**src/rtl/mdu_sequencer.sv**
```systemverilog
// Multi-cycle RV32M mul/div/rem sequencer: shift-add multiply, restoring divide.
// Define MDU_FAST_MUL_EN to replace the iterative multiply with a one-cycle product.
module mdu_sequencer #(
  parameter int XLEN = 32
) (
  input  logic            clk,
  input  logic            rst,
  input  logic            flush,
  input  logic            req_valid,
  input  logic [2:0]      req_op,
  input  logic [XLEN-1:0] req_a,
  input  logic [XLEN-1:0] req_b,
  output logic            req_ready,
  output logic            stall,
  output logic            resp_valid,
  output logic [XLEN-1:0] resp_data
);

  localparam int CW = $clog2(XLEN);
  localparam logic [XLEN-1:0] MIN = {1'b1, {(XLEN-1){1'b0}}};

  typedef enum logic [1:0] {IDLE, MUL, DIV, DONE} state_t;

  state_t state, state_nx;
  logic [CW-1:0] cnt;

  logic [2:0]        op;
  logic              neg;
  logic [2*XLEN-1:0] acc, mcand;
  logic [XLEN-1:0]   mplier, quo, rem, dvsr;
  logic [XLEN-1:0]   resp_q;

  logic            accept, last;
  logic            is_mul, is_div, illegal, fast;
  logic            a_neg, b_neg, neg_in;
  logic [XLEN-1:0] a_mag, b_mag, fast_res;

  logic [2*XLEN-1:0] acc_nx, mul_fin;
  logic [XLEN:0]     shifted, diff;
  logic [XLEN-1:0]   rem_nx, quo_nx, div_sel, div_fin, iter_res;

  assign accept  = (state == IDLE) && req_valid && !flush;
  assign is_mul  = !req_op[2];
  assign is_div  = (req_op == 3'd4) || (req_op == 3'd5);
  assign illegal = (req_op[2:1] == 2'b11);

  // MULHU is fully unsigned; MULHSU only treats rs1 as signed.
  assign a_neg  = req_a[XLEN-1] && (req_op != 3'd3) && !illegal;
  assign b_neg  = req_b[XLEN-1] && (req_op != 3'd2) && (req_op != 3'd3) && !illegal;
  assign a_mag  = a_neg ? -req_a : req_a;
  assign b_mag  = b_neg ? -req_b : req_b;
  assign neg_in = (req_op == 3'd5) ? a_neg : (a_neg ^ b_neg);

  always_comb begin
    fast     = illegal;
    fast_res = '0;
    if (is_div && (req_b == '0)) begin
      fast     = 1'b1;
      fast_res = (req_op == 3'd4) ? '1 : req_a;
    end else if (is_div && (req_a == MIN) && (req_b == '1)) begin
      fast     = 1'b1;
      fast_res = (req_op == 3'd4) ? MIN : '0;
    end
`ifdef MDU_FAST_MUL_EN
    else if (is_mul) begin
      logic [2*XLEN-1:0] prod;
      prod = {{XLEN{1'b0}}, a_mag} * {{XLEN{1'b0}}, b_mag};
      if (neg_in) prod = -prod;
      fast     = 1'b1;
      fast_res = (req_op == 3'd0) ? prod[XLEN-1:0] : prod[2*XLEN-1:XLEN];
    end
`endif
  end

  // One multiplier bit / one quotient bit per cycle.
  assign acc_nx  = acc + (mplier[0] ? mcand : '0);
  assign shifted = {rem, quo[XLEN-1]};
  assign diff    = shifted - {1'b0, dvsr};
  assign rem_nx  = diff[XLEN] ? shifted[XLEN-1:0] : diff[XLEN-1:0];
  assign quo_nx  = {quo[XLEN-2:0], !diff[XLEN]};

  assign mul_fin = neg ? -acc_nx : acc_nx;
  assign div_sel = (op == 3'd4) ? quo_nx : rem_nx;
  assign div_fin = neg ? -div_sel : div_sel;

  always_comb begin
    iter_res = div_fin;
    if (state == MUL)
      iter_res = (op == 3'd0) ? mul_fin[XLEN-1:0] : mul_fin[2*XLEN-1:XLEN];
  end

  assign last = ((state == MUL) || (state == DIV)) && (cnt == CW'(XLEN-1));

  always_ff @(posedge clk) begin
    if (rst) begin
      state <= IDLE;
      cnt   <= '0;
    end else begin
      state <= state_nx;
      cnt   <= ((state == MUL) || (state == DIV)) ? cnt + CW'(1) : '0;
    end
  end

  always_comb begin
    state_nx = state;
    unique case (state)
      IDLE: if (accept) state_nx = fast ? DONE : (is_mul ? MUL : DIV);
      MUL:  if (last) state_nx = DONE;
      DIV:  if (last) state_nx = DONE;
      DONE: state_nx = IDLE;
    endcase
    if (flush) state_nx = IDLE;
  end

  always_comb begin
    req_ready  = 1'b0;
    stall      = 1'b0;
    resp_valid = 1'b0;
    unique case (state)
      IDLE: begin
        req_ready = 1'b1;
        stall     = req_valid && !flush;
      end
      MUL:  stall = !flush;
      DIV:  stall = !flush;
      DONE: resp_valid = !flush;
    endcase
  end

  always_ff @(posedge clk) begin
    if (accept) begin
      op     <= req_op;
      neg    <= neg_in;
      acc    <= '0;
      mcand  <= {{XLEN{1'b0}}, a_mag};
      mplier <= b_mag;
      quo    <= a_mag;
      dvsr   <= b_mag;
      rem    <= '0;
    end else if (state == MUL) begin
      acc    <= acc_nx;
      mcand  <= mcand << 1;
      mplier <= mplier >> 1;
    end else if (state == DIV) begin
      rem <= rem_nx;
      quo <= quo_nx;
    end
  end

  always_ff @(posedge clk) begin
    if (rst)
      resp_q <= '0;
    else if (accept && fast)
      resp_q <= fast_res;
    else if (last && !flush)
      resp_q <= iter_res;
  end

  assign resp_data = resp_q;

endmodule

```
**config.mk**
```make
export PLATFORM = sky130hd
export DESIGN_NAME = mdu_sequencer
export DESIGN_NICKNAME = d
export VERILOG_FILES = /design/src/rtl/mdu_sequencer.sv
export SDC_FILE = /design/constraint.sdc
export NUM_CORES = 1
export LEC_CHECK = 0
export BUFFER_PORTS_ARGS = -buffer_cell sky130_fd_sc_hd__buf_2
export CAP_MARGIN = 25
export CORE_UTILIZATION = 64
export CTS_CLUSTER_SIZE = 10
export DETAILED_ROUTE_END_ITERATION = 7
export PLACE_DENSITY_LB_ADDON = 0.25
export SLEW_MARGIN = 15
export SYNTH_ARGS = -nofsm -noshare
export SYNTH_HDL_FRONTEND = slang
export SYNTH_SLANG_ARGS = --single-unit
export TNS_END_PERCENT = 10
```
**constraint.sdc**
```tcl
create_clock -name clk -period 5.67 [get_ports clk]
set_clock_uncertainty 0.05 [all_clocks]
set_input_delay 1.134 -clock clk [delete_from_list [all_inputs] [get_ports clk]]
set_output_delay 1.134 -clock clk [all_outputs]
set_load 0.02 [all_outputs]
```
Word level (Yosys, flattened, before mapping) --
Cells that the tools add are included.
Word-level totals: register bits after elaboration 299, word-level logic and storage cells 101, output and inout bits 35, input port bits 71
Operators by class: bitwise logic cells 3, add/sub/neg operators 7, mux-type cells 33, reduce and logical (&&, ||, !) cells 31, equal/unequal tests 15
Operators by type and width (count):
- 2-to-1 mux 32 bit | 20
- 2-to-1 mux 64 bit | 2
- negation 32 bit | 3
- adder 64 bit | 1
- equality test 32 bit, second input constant | 2
- negation 64 bit | 1
- subtractor 33 x 32 -> 33 bit | 1
- zero test 32 bit | 1
- logical AND 1 bit | 14
- equality test 3 bit, second input constant | 3
- 2-to-1 mux 2 bit | 4
- equality test 2 bit, second input constant | 3
- != test 3 x 2 -> 1 bit, second input constant | 2
- case mux 2 bit (3 select lines) | 1
- AND reduction 2 bit | 3
- nonzero test 2 bit | 3
- OR reduction 2 bit | 3
- adder 5 x 1 -> 5 bit, second input constant | 1
- equality test 5 bit, second input constant | 1
- 2-to-1 mux 1 bit | 5
- != test 2 bit, second input constant | 2
- zero test 1 bit | 3
- zero test 3 bit | 1
- equality test 2 x 1 -> 1 bit, second input constant | 1
- other kinds (6) | 8

Longest topological paths before layout --
depth after elaboration 9, mapped depth 25, gate-level depth less buffers 23

Worst setup path before layout --
Ideal clock, no wire load.
kind reg-to-reg, start register quo[31], end register resp_q[16] (netlist: resp_data[16]), arrival 5.004 ns, slack 0.498 ns, buffers on the path 2, period minus slack after synthesis 5.172 ns, setup time 0.118 ns, required time 5.502 ns, cell stages (with the launch flop) 26, path through edfxtp_1 inv_1 ha_1 inv_1 fa_1 a211oi_2 o211ai_2 and3_1 o21ai_2 a21oi_1 nor2_1 buf_2 mux2i_1 nand2_1 o21ai_0 ha_1 nand2_1 nor4_1 a311oi_1 or4_4 or2_1 buf_2 o31ai_2 mux2i_1 o211ai_1 o2111a_1
On the way: cells in the longest elaborated chain, start to end 8, elaborated cells between the ends (all ways) 9, classes of those cells 2 x add/sub; 6 x mux; 1 x reduce/logical
RTL lines:
- from (decl) | RTL line 30 | logic [XLEN-1:0] mplier, quo, rem, dvsr;
- from (signal assigned) | RTL line 137 | quo <= a_mag;
- from (signal assigned) | RTL line 146 | quo <= quo_nx;
- subtractor 33 x 32 -> 33 bit | RTL line 78 | assign diff = shifted - {1'b0, dvsr};
- 2-to-1 mux 32 bit or zero test 1 bit (tied branches) | RTL line 79, 80
- 2-to-1 mux 32 bit (*) | RTL line 83 | assign div_sel = (op == 3'd4) ? quo_nx : rem_nx;
- negation 32 bit | RTL line 84 | assign div_fin = neg ? -div_sel : div_sel;
- 2-to-1 mux 32 bit (*) | RTL line 84
- 2-to-1 mux 32 bit (*) | RTL line 88 | if (state == MUL)
- 2-to-1 mux 32 bit (*) | RTL line 155 | else if (last && !flush)
- 2-to-1 mux 32 bit (*) | RTL line 153 | else if (accept && fast)
- to (signal assigned) | RTL line 154 | resp_q <= fast_res;
- to (signal assigned) | RTL line 156 | resp_q <= iter_res;
- to (decl) | RTL line 31 | logic [XLEN-1:0] resp_q;
Every way passes the cells marked *; elsewhere a longest branch is shown, timed or not. The select of a mux whose other input is x is not followed. A chain may end at the register's enable or synchronous reset.

Worst setup path after layout --
start register mplier[0], end register resp_q[7] (netlist: resp_data[7])
On the way: cells in the longest elaborated chain, start to end 8
RTL lines:
- from (decl) | RTL line 30
- from (signal assigned) | RTL line 136 | mplier <= b_mag;
- from (signal assigned) | RTL line 143 | mplier <= mplier >> 1;
- 2-to-1 mux 64 bit (*) | RTL line 76 | assign acc_nx = acc + (mplier[0] ? mcand : '0);
- adder 64 bit (*) | RTL line 76
- negation 64 bit | RTL line 82 | assign mul_fin = neg ? -acc_nx : acc_nx;
- 2-to-1 mux 64 bit (*) | RTL line 82
- 2-to-1 mux 32 bit (*) | RTL line 89 | iter_res = (op == 3'd0) ? mul_fin[XLEN-1:0] : mul_fin[2*XLEN-1:XLEN];
- 2-to-1 mux 32 bit (*) | RTL line 88
- 2-to-1 mux 32 bit (*) | RTL line 155
- 2-to-1 mux 32 bit (*) | RTL line 153
Marks and branches as above.

==> impl_metrics.yaml <==
outcome:
  status: "finished, violations left"
  violations: "DRC"
pwr:
  ir_drop_uv: 244
  finalPower_w: 0.00955
  p_leak_nw: 10.5
  p_per_area_nw_per_um2: 352
setup_path:
  reg2reg_slack_ns: 0.17
  start_kind: "flop"
  worstPathArrival_ns: 5.99
  rr_worst_depth: 18
  cp_max_fo: 11
  r2r-start: "mplier[0]"
  required_ns: 6.15
  r2r_end: "resp_data[7]"
  critPathCaptureType: "flop"
  worstSetupPathType: "reg2reg"
drt:
  vias: 25853
  drc: 11
  first_pass_iters: 8
  wl_per_cell_um: 24.3
  wl_um: 90300
  drt-initial-drc-count: 3359
  detail-route-antenna-nets: 0
  routed_via_density: 6.95
logic_synthesis:
  synth_top_cell_area_share_pct: 15.9
  syn_nets: 3315
  synth_ff_type: "dfxtp_1"
  synth_seq_area_share_pct: 29.2
  ys_ff_latch: 299
  yosysTopAreaCell: "edfxtp_1"
  synthCells: 3135
  synth_edf_count: 132
  async_reset_ff_share_pct: 0
  ys_types: 119
  synth_area_um2: 25000
  yosysWarnings: 0
  syn_area_per_cell_um2: 7.97
  synth.area.top_cells: "edfxtp_1 16%, dfxtp_1 13%, nor2_1 5.5%"
place:
  detailed_place_hpwl_um: 68800
  port_buffers: 105
  globalplace.congestion: 1.05
  pre_cts_ws_ns: 0.296
cells_and_area:
  syn2layout_area_growth_pct: 8.67
  drive_gt1_share_pct: 11.7
  finalNetCount: 3353
  utilization_pct: 70.4
timing:
  max-slew-margin-rel_pct: 29.5
  maxSlewViolCount: 0
  fin_ws_ns: 0.166
  setup_violations: 0
  period_minus_slack_ns: 5.50
  hold_viol: 0
  hold_ws_ns: 0.407
  tightest_slew_ns: 1.06
  final.setup.tns_ns: 0
  finalCritPeriodShare_pct: 97.1
  fmax_ghz: 0.182
  rsz0062_at_grt: "true"
global_route:
  grt-ovfl-total: 0
  grt_usage_pct: 44.6
  grt_pass1_wl_um: 136000
  antenna_found_initial: 5
  grt_max_degree: 183
  grt_pass1_vias: 23723
clock_network:
  h-tree-depth: 2
  cts.sinks: 299
  clk_path_buf_depth: 3
  cts.clk_slew.worst_paths_ns: 0.06
  numCtsBuffers: 38
  hold_buffers: 0
  postCtsSetupBuffers: 0
  ctsResizeCount: 0
  clock_latency_ns: 0.61
  ctsRootBufferMaster: "clkbuf_16"
  cts_tree: "done"
job:
  maxCapViolations: 0
floorplan:
  die-area_um2: 39800
  die_w_um: 200
  initial_core_util_pct: 64.8
  die_height_um: 200
  io_pins: 106
  rows: 72
  core_um2: 38600
worst_hold_path:
  whs_path_depth: 1
  holdPathEnd: "cnt[0]"
  hold_path_class: "reg2reg"
  hold_start: "cnt[0]"
## worst max-delay path: stages, from the launching register on
cell and delay (ns):
edfxtp_1 0.60, buf_4 0.27, and2_1 0.14, ha_1 0.42
a21oi_1 0.24, o21ai_1 0.12, buf_4 0.17, or2_0 0.29
o211a_1 0.36, nor3_1 0.67, xor2_1 0.28, buf_4 0.22
inv_1 0.07, nor4_1 0.47, a41oi_1 0.23, xnor2_1 0.21
o211ai_1 0.29, o21ai_0 0.16, a31oi_1 0.20
## layer usage
| metal | GRT usage, % | wire length [um] | vias up |
|---|---|---|---|
| met3 | 9.69 | 10100 | 443 |
| met4 | 31.7 | 7640 | 6 |
| met2 | 70.5 | 40200 | 1788 |
| met5 | 0 | 29 | - |
| met1 | 53.9 | 32400 | 11969 |
| li1 | - | - | 11647 |
## state kept, by name, summed over array words and instances, names as in the netlist
name and count:
neg 1, resp_data 32, mcand 64, dvsr 32, rem 32, cnt 5
mplier 32, state 2, op 3, quo 32, acc 64
## power breakdown
| group | total, W | switching (W) | internal, W | leakage [nW] |
|---|---|---|---|---|
| clock network | 0.00239 | 0.00106 | 0.00132 | 0.576 |
| logic | 0.00436 | 0.00282 | 0.00154 | 7.34 |
| registers | 0.00280 | 0.000236 | 0.00257 | 2.60 |
| total | 0.00955 | 0.00412 | 0.00543 | 10.5 |
## synth_stat cells, drive strengths merged (31+ instances only)
| library cell | number |
|---|---|
| nor2 | 366 |
| nand2 | 326 |
| a21oi | 238 |
| o21ai | 198 |
| dfxtp | 167 |
| edfxtp | 132 |
| clkbuf | 128 |
| ha | 107 |
| xnor2 | 97 |
| mux2i | 94 |
| nor3 | 93 |
| and2 | 89 |
| inv | 87 |
| a211oi | 73 |
| o21a | 72 |
| nand3 | 66 |
| xor2 | 64 |
| buf | 63 |
| nand4 | 55 |
| o211ai | 51 |
| o31ai | 46 |
| a21o | 43 |
| or3 | 38 |
| nor4 | 35 |
| a31oi | 31 |
## cells by family after synthesis
kind of cell             Yosys count  share of synthesized area, %
AO/OA/AOI/OAI                    945                          25.7
XOR/XNOR                         161                          5.67
adder cells (fa/ha/maj)          109                          5.52
buffers and inverters            280                          5.05
flip-flops                       299                          29.2
multiplexers                     105                          4.31
AND/OR/NAND/NOR                 1236                          24.5
## worst max-delay path by stage
| stage | cells past startpoint | startpoint | end |
|---|---|---|---|
| after floorplan | 25 | quo[31] | resp_data[16] |
| after global placement | 15 | mplier[0] | resp_data[16] |
| after detailed placement | 17 | mplier[0] | resp_data[1] |
| after CTS | 23 | quo[31] | resp_data[14] |
| after global routing | 23 | quo[31] | resp_data[14] |
| final | 18 | mplier[0] | resp_data[7] |
## layout make-up
class | count | area [um2]
clock buffer | 58 | 1080
fill | 3156 | 11400
tap | 518 | 648
timing repair buffer | 190 | 1200
multi-input combinational | 2556 | 16500
clock inverter | 9 | 100
sequential | 299 | 7310
antenna | 2 | 5.00
inverter | 88 | 338
## through the flow
stage	area [um2]	cells
after floorplan	25000	3135
after global placement	25900	3648
after detailed placement	25900	3649
after CTS	27100	3716
after global routing	27200	3720
final	27200	3720
## cells in the final DEF (no fill, tap or decap), drive strengths merged, types with 17 or more instances in the layout
cell type,instances
nor2,366
nand2,326
a21oi,238
o21ai,198
buf,189
dfxtp,167
edfxtp,132
ha,107
xnor2,97
mux2i,94
nor3,93
inv,90
and2,89
a211oi,73
o21a,72
nand3,66
xor2,64
clkbuf,58
nand4,55
o211ai,51
o31ai,46
a21o,43
or3,38
nor4,35
a31oi,31
or2,30
and3,27
o21bai,21
nand2b,20
or4,19
and4,17
Note: power is estimated with default switching activity, not from simulation.
